===== config.mk =====
export PLATFORM = sky130hd
export DESIGN_NAME = stopwatch_tick_counter
export DESIGN_NICKNAME = d
export VERILOG_FILES = /design/src/rtl/stopwatch_tick_counter.sv
export SDC_FILE = /design/constraint.sdc
export NUM_CORES = 1
export LEC_CHECK = 0
export CAP_MARGIN = 20
export CORE_ASPECT_RATIO = 2
export CORE_MARGIN = 3
export CORE_UTILIZATION = 47
export DETAILED_ROUTE_END_ITERATION = 8
export PLACE_DENSITY = 0.82
export RECOVER_POWER = 100
export SYNTH_ARGS = -nofsm -noshare
export SYNTH_HDL_FRONTEND = slang
export SYNTH_SLANG_ARGS = --single-unit

===== constraint.sdc =====
create_clock -name clock_in -period 1.6 [get_ports clock_in]
set_input_delay 0.16 -clock clock_in [delete_from_list [all_inputs] [get_ports clock_in]]
set_output_delay 0.16 -clock clock_in [all_outputs]
set_load 0.005 [all_outputs]

===== src/rtl/stopwatch_tick_counter.sv =====
// rtl/stopwatch_tick_counter.sv - MM:SS BCD stopwatch counting synchronized slow-clock ticks
//
// Purpose:
//   Samples the divided slow-clock level as data on the system clock, turns each
//   rising edge into a one-cycle tick and counts ticks as an MM:SS BCD stopwatch
//   under start/stop and clear control. Digits feed the seven-segment driver.
//
// Optional feature macro: STOPWATCH_LAP_EN (adds lap_in / lap_active display freeze).
//
// Ports:
//   clock_in       in   system clock, all logic on its rising edge
//   reset          in   asynchronous active-high reset
//   slow_clk_in    in   divided slow-clock level, treated as asynchronous data
//   start_stop_in  in   start/stop button level, acts on rising edge
//   clear_in       in   clear button level, acts on rising edge
//   lap_in         in   (STOPWATCH_LAP_EN) lap button level, acts on rising edge
//   lap_active     out  (STOPWATCH_LAP_EN) high while the display is frozen
//   sec_ones       out  BCD seconds units
//   sec_tens       out  BCD seconds tens
//   min_ones       out  BCD minutes units
//   min_tens       out  BCD minutes tens, 0..MIN_TENS_MAX
//   running        out  high while in RUN
//   rollover       out  one-cycle pulse on wrap from max time to 00:00

module stopwatch_tick_counter #(
  parameter int SYNC_STAGES  = 2,
  parameter int MIN_TENS_MAX = 5
) (
  input  logic       clock_in,
  input  logic       reset,
  input  logic       slow_clk_in,
  input  logic       start_stop_in,
  input  logic       clear_in,
`ifdef STOPWATCH_LAP_EN
  input  logic       lap_in,
  output logic       lap_active,
`endif
  output logic [3:0] sec_ones,
  output logic [3:0] sec_tens,
  output logic [3:0] min_ones,
  output logic [3:0] min_tens,
  output logic       running,
  output logic       rollover
);

  localparam logic [3:0] MT_MAX = MIN_TENS_MAX[3:0];

  typedef enum logic [1:0] {
    IDLE  = 2'd0,
    RUN   = 2'd1,
    PAUSE = 2'd2
  } state_t;

  state_t state_q, state_d;

  logic [SYNC_STAGES-1:0] sync_q;
  logic                   hist_q;
  logic                   ss_prev_q;
  logic                   clr_prev_q;
  logic [3:0]             so_q, st_q, mo_q, mt_q;
  logic [3:0]             so_d, st_d, mo_d, mt_d;
  logic                   running_q, running_d;
  logic                   rollover_q, rollover_d;

  logic synced;
  logic tick;
  logic ss_edge;
  logic clr_edge;
  logic inc;

  assign synced   = sync_q[SYNC_STAGES-1];
  assign tick     = synced & ~hist_q;
  assign ss_edge  = start_stop_in & ~ss_prev_q;
  assign clr_edge = clear_in & ~clr_prev_q;
  // Counting uses the pre-transition state, so a tick landing on RUN->PAUSE
  // still counts while one landing on IDLE/PAUSE->RUN does not.
  assign inc      = tick & (state_q == RUN) & ~clr_edge;

  // Input synchronizer, history flop and button edge detectors.
  always_ff @(posedge clock_in or posedge reset) begin
    if (reset) begin
      sync_q     <= '0;
      hist_q     <= 1'b0;
      ss_prev_q  <= 1'b0;
      clr_prev_q <= 1'b0;
    end else begin
      sync_q     <= {sync_q[SYNC_STAGES-2:0], slow_clk_in};
      hist_q     <= synced;
      ss_prev_q  <= start_stop_in;
      clr_prev_q <= clear_in;
    end
  end

  // State register.
  always_ff @(posedge clock_in or posedge reset) begin
    if (reset) begin
      state_q   <= IDLE;
      running_q <= 1'b0;
    end else begin
      state_q   <= state_d;
      running_q <= running_d;
    end
  end

  // Next-state logic; clear wins over start/stop in the same cycle.
  always_comb begin
    state_d = state_q;
    if (clr_edge) begin
      state_d = IDLE;
    end else if (ss_edge) begin
      case (state_q)
        IDLE:    state_d = RUN;
        RUN:     state_d = PAUSE;
        PAUSE:   state_d = RUN;
        default: state_d = IDLE;
      endcase
    end
    running_d = (state_d == RUN);
  end

  // BCD ripple-carry increment across all four digits in one cycle.
  always_comb begin
    so_d       = so_q;
    st_d       = st_q;
    mo_d       = mo_q;
    mt_d       = mt_q;
    rollover_d = 1'b0;
    if (clr_edge) begin
      so_d = 4'd0;
      st_d = 4'd0;
      mo_d = 4'd0;
      mt_d = 4'd0;
    end else if (inc) begin
      if (so_q >= 4'd9) begin
        so_d = 4'd0;
        if (st_q >= 4'd5) begin
          st_d = 4'd0;
          if (mo_q >= 4'd9) begin
            mo_d = 4'd0;
            if (mt_q >= MT_MAX) begin
              mt_d       = 4'd0;
              rollover_d = 1'b1;
            end else begin
              mt_d = mt_q + 4'd1;
            end
          end else begin
            mo_d = mo_q + 4'd1;
          end
        end else begin
          st_d = st_q + 4'd1;
        end
      end else begin
        so_d = so_q + 4'd1;
      end
    end
  end

  always_ff @(posedge clock_in or posedge reset) begin
    if (reset) begin
      so_q       <= 4'd0;
      st_q       <= 4'd0;
      mo_q       <= 4'd0;
      mt_q       <= 4'd0;
      rollover_q <= 1'b0;
    end else begin
      so_q       <= so_d;
      st_q       <= st_d;
      mo_q       <= mo_d;
      mt_q       <= mt_d;
      rollover_q <= rollover_d;
    end
  end

  assign running  = running_q;
  assign rollover = rollover_q;

`ifdef STOPWATCH_LAP_EN
  logic        lap_prev_q;
  logic        lap_q, lap_d;
  logic [15:0] frz_q, frz_d;
  logic        lap_edge;

  assign lap_edge = lap_in & ~lap_prev_q;

  // Lap toggles only in RUN; the first edge snapshots the live digits.
  always_comb begin
    lap_d = lap_q;
    frz_d = frz_q;
    if (clr_edge) begin
      lap_d = 1'b0;
    end else if (lap_edge && (state_q == RUN)) begin
      lap_d = ~lap_q;
      if (!lap_q) begin
        frz_d = {mt_q, mo_q, st_q, so_q};
      end
    end
  end

  always_ff @(posedge clock_in or posedge reset) begin
    if (reset) begin
      lap_prev_q <= 1'b0;
      lap_q      <= 1'b0;
      frz_q      <= '0;
    end else begin
      lap_prev_q <= lap_in;
      lap_q      <= lap_d;
      frz_q      <= frz_d;
    end
  end

  assign lap_active = lap_q;
  assign {min_tens, min_ones, sec_tens, sec_ones} =
      lap_q ? frz_q : {mt_q, mo_q, st_q, so_q};
`else
  assign {min_tens, min_ones, sec_tens, sec_ones} = {mt_q, mo_q, st_q, so_q};
`endif

endmodule


==> impl_metrics.env <==
export IMPL_rsz0062_at_grt="true"
export IMPL_critPathKind="reg2reg"
export IMPL_ctsLongestPathBuffers=2
export IMPL_mostFrequentLayoutCells="24 x dfrtp_1, 18 x buf_4, 16 x dlygate4sd3_1"
export IMPL_grt_first_pass_wirelength_mm=5.75
export IMPL_via_per_inst=5.90
export IMPL_arrival_ns=1.93
export IMPL_clk_latency_ns=0.27
export IMPL_synth_net_count=154
export IMPL_hold_class="reg2reg"
export IMPL_placed_cells=201
export IMPL_root_buffer="clkbuf_8"
export IMPL_final_cells=210
export IMPL_die_w_um=45.1
export IMPL_peakVddDrop_v=0.000685
export IMPL_grt_pass1_vias=1296
export IMPL_max_freq_mhz=586
export IMPL_r2r_end="min_ones[0]"
export IMPL_ys_ff_latch=25
export IMPL_place_congestion=0.816
export IMPL_skew_ns=0.00732
export IMPL_power_density_nw_per_um2=676
export IMPL_drive_gt1_share_pct=29.8
export IMPL_critical_path_buf_inv_count=1
export IMPL_grt_ovfl_total=0
export IMPL_syn_area_per_cell_sq_um=10.5
export IMPL_ys_seq_area_share_pct=43.4
export IMPL_place_area_sq_um=1800
export IMPL_finalCriticalPeriod_ns=1.71
export IMPL_clock_sinks=25
export IMPL_pin_count=23
export IMPL_dieArea_sq_um=3800
export IMPL_initial_utilization_pct=50.7
export IMPL_p_leak_nw=0.883
export IMPL_cts_htree_levels=1
export IMPL_wl_mm=3.60
export IMPL_slew_headroom_pct=57.1
export IMPL_worstMarginPinSlew_ns=0.643
export IMPL_ctsHoldBuffers=0
export IMPL_finalCritPeriodShare_pct=107
export IMPL_ys_types=39
export IMPL_rows=27
export IMPL_synthesis_area_sq_um=1440
export IMPL_hold_viol=0
export IMPL_crit_family="simple AND/OR/NAND/NOR gates"
export IMPL_drt_drc_violations_left=0
export IMPL_dr_pass1_iters=4
export IMPL_ys_warn_count=0
export IMPL_grt_max_degree=26
export IMPL_busiest_layer="met2"
export IMPL_antenna_found_initial=0
export IMPL_crit_end="min_ones[0]"
export IMPL_diodes=0
export IMPL_vias=1240
export IMPL_grtUsageMet3_pct=2.58
export IMPL_core_sq_um=2840
export IMPL_path_cells="inv_2, ha_4, or3b_4, and3_4, a21oi_4, mux2_4"
export IMPL_cts_tree="yes"
export IMPL_whs_path_depth=0
export IMPL_r2r_start="sec_ones[0]"
export IMPL_wl_per_cell_um=17.1
export IMPL_grt_usage_pct=19.9
export IMPL_cp_slowest_cell="dfrtp_1"
export IMPL_timing_final_ws_setup_ns=-0.107
export IMPL_crit_fanout=6
export IMPL_clk_pin_slew_ns=0.09
export IMPL_startpoint="sec_ones[0]"
export IMPL_cp_depth=6
export IMPL_nets=199
export IMPL_cts_made_buffers=3
export IMPL_cp_start_kind="flip-flop"
export IMPL_fp_dieH_um=84.3
export IMPL_dp_hpwl_mm=2.48
export IMPL_finalSetupViolCount=12
export IMPL_cp_end_kind="flip-flop"
export IMPL_ff2ff_path_depth=6
export IMPL_maxSlewViolCount=0
export IMPL_worst_endpoint_required_ns=1.82
export IMPL_syn_to_final_growth_pct=35.4
export IMPL_final_common_cell="dfrtp_1"
export IMPL_port_buffers=22
export IMPL_status="finished with violations"
export IMPL_use_met2_pct=36.6
export IMPL_grt_util_met1_pct=20.6
export IMPL_maxCapViolCount=0
export IMPL_syn_inst=137
export IMPL_violations="setup timing"
export IMPL_r2r_setup_slack_ns=-0.11
export IMPL_ant_nets=0
export IMPL_drt_iter0_markers=32
export IMPL_final_area_sq_um=1950
export IMPL_fin_tns_setup_ns=-0.601
export IMPL_cpPeakStageDelay_ns=0.43
-- synthesized netlist by cell type --
master | n | area [sq um]
a21oi_1 | 13 | 65.1
clkbuf_1 | 1 | 3.75
buf_2 | 2 | 10.0
xnor2_1 | 1 | 8.76
a31oi_1 | 1 | 6.26
buf_6 | 2 | 22.5
mux2_4 | 1 | 15.0
or3b_4 | 1 | 11.3
a211oi_1 | 4 | 30.0
nor3_2 | 3 | 30.0
o21bai_2 | 1 | 11.3
inv_1 | 11 | 41.3
nor3b_1 | 2 | 15.0
nand4_1 | 3 | 18.8
and4bb_4 | 1 | 16.3
a2111oi_4 | 1 | 27.5
nand4_2 | 1 | 12.5
nor3_1 | 2 | 10.0
nand2_1 | 8 | 30.0
o21ai_0 | 2 | 10.0
a41oi_1 | 1 | 8.76
buf_1 | 1 | 3.75
nand3b_1 | 1 | 7.51
and3_4 | 1 | 11.3
dfrtp_1 | 25 | 626
nor2_1 | 3 | 11.3
nand2b_1 | 6 | 37.5
mux2i_1 | 1 | 10.0
a22o_1 | 1 | 8.76
a2111oi_0 | 1 | 8.76
nand3_2 | 1 | 10.0
a21oi_4 | 1 | 16.3
a21o_1 | 3 | 22.5
nor2b_1 | 3 | 18.8
and3_1 | 1 | 6.26
nand3_1 | 8 | 40.0
o31ai_1 | 4 | 30.0
nand4b_1 | 2 | 17.5
ha_1 | 12 | 150
-- flip-flops by register name, indices dropped and copies added (netlist names), 2 cells and up --
signal    flops
state_q       2
sync_q        2
min_tens      4
min_ones      4
sec_ones      4
sec_tens      4
-- kinds of logic (layout without fill, tap and decap cells) --
kind of cell	after synthesis	count (layout)	synth area share, %
compound gates	33	33	17.0
xor+xnor	1	1	0.608
fa+ha+maj	12	12	10.4
buf+inv	17	59	5.65
flops	25	25	43.4
mux	2	2	1.74
simple gates	47	49	21.1
-- how the worst min path moves through the flow --
stage / startpoint / endpoint / slack (ns)
4_1_cts: reset / hist_q / 0.24
5_1_grt: sync_q[0] / sync_q[1] / 0.38
3_5_place_dp: sync_q[0] / sync_q[1] / 0.34
2_1_floorplan: reset / clr_prev_q / 0.19
6_report: sync_q[0] / sync_q[1] / 0.37
3_3_place_gp: sync_q[0] / sync_q[1] / 0.34
-- power by group --
part,switching [mW],leakage (nW),total (mW),internal [mW]
clock,0.207,0.0255,0.382,0.175
combinational,0.126,0.528,0.249,0.124
sequential,0.0255,0.329,0.688,0.663
total,0.358,0.883,1.32,0.961
-- repair_timing --
item / in CTS / in global routing
buffers inserted: 2 / 1
endpoints found under the setup margin: 13 / 18
gates resized for setup: 5 / 16
endpoints found under the hold margin: 0 / 0
gates cloned: 1 / 1
pin swaps: 3 / 8
-- layer usage --
layer | up-vias | part of all wire, %
li1 | 580 | -
met1 | 615 | 36
met2 | 34 | 59
met3 | 11 | 3.1
met4 | 0 | 2.8
met5 | - | 0
-- through the flow --
step | total power, mW | worst slack (ns) | hold slack, ns | utilization, %
CTS | 1.30 | -0.0639 | 0.244 | 66.5
floorplan | 0.803 | -0.0521 | 0.187 | -
global route | 1.37 | -0.161 | 0.381 | 68.7
detailed placement | 0.908 | -0.106 | 0.342 | 63.4
global placement | 0.896 | -0.0166 | 0.345 | 63.4
finish | 1.32 | -0.107 | 0.369 | 68.7
-- final cells by class --
type	instances	area, sq um
fillers	228	887
multi-input cells	97	818
flip-flops and latches	25	627
repair buffers	44	382
clock buffers	3	41.3
inverters	11	41.3
well taps	29	36.3
clock inverters	1	5.00
No activity file was read; power rests on OpenSTA's default activity.
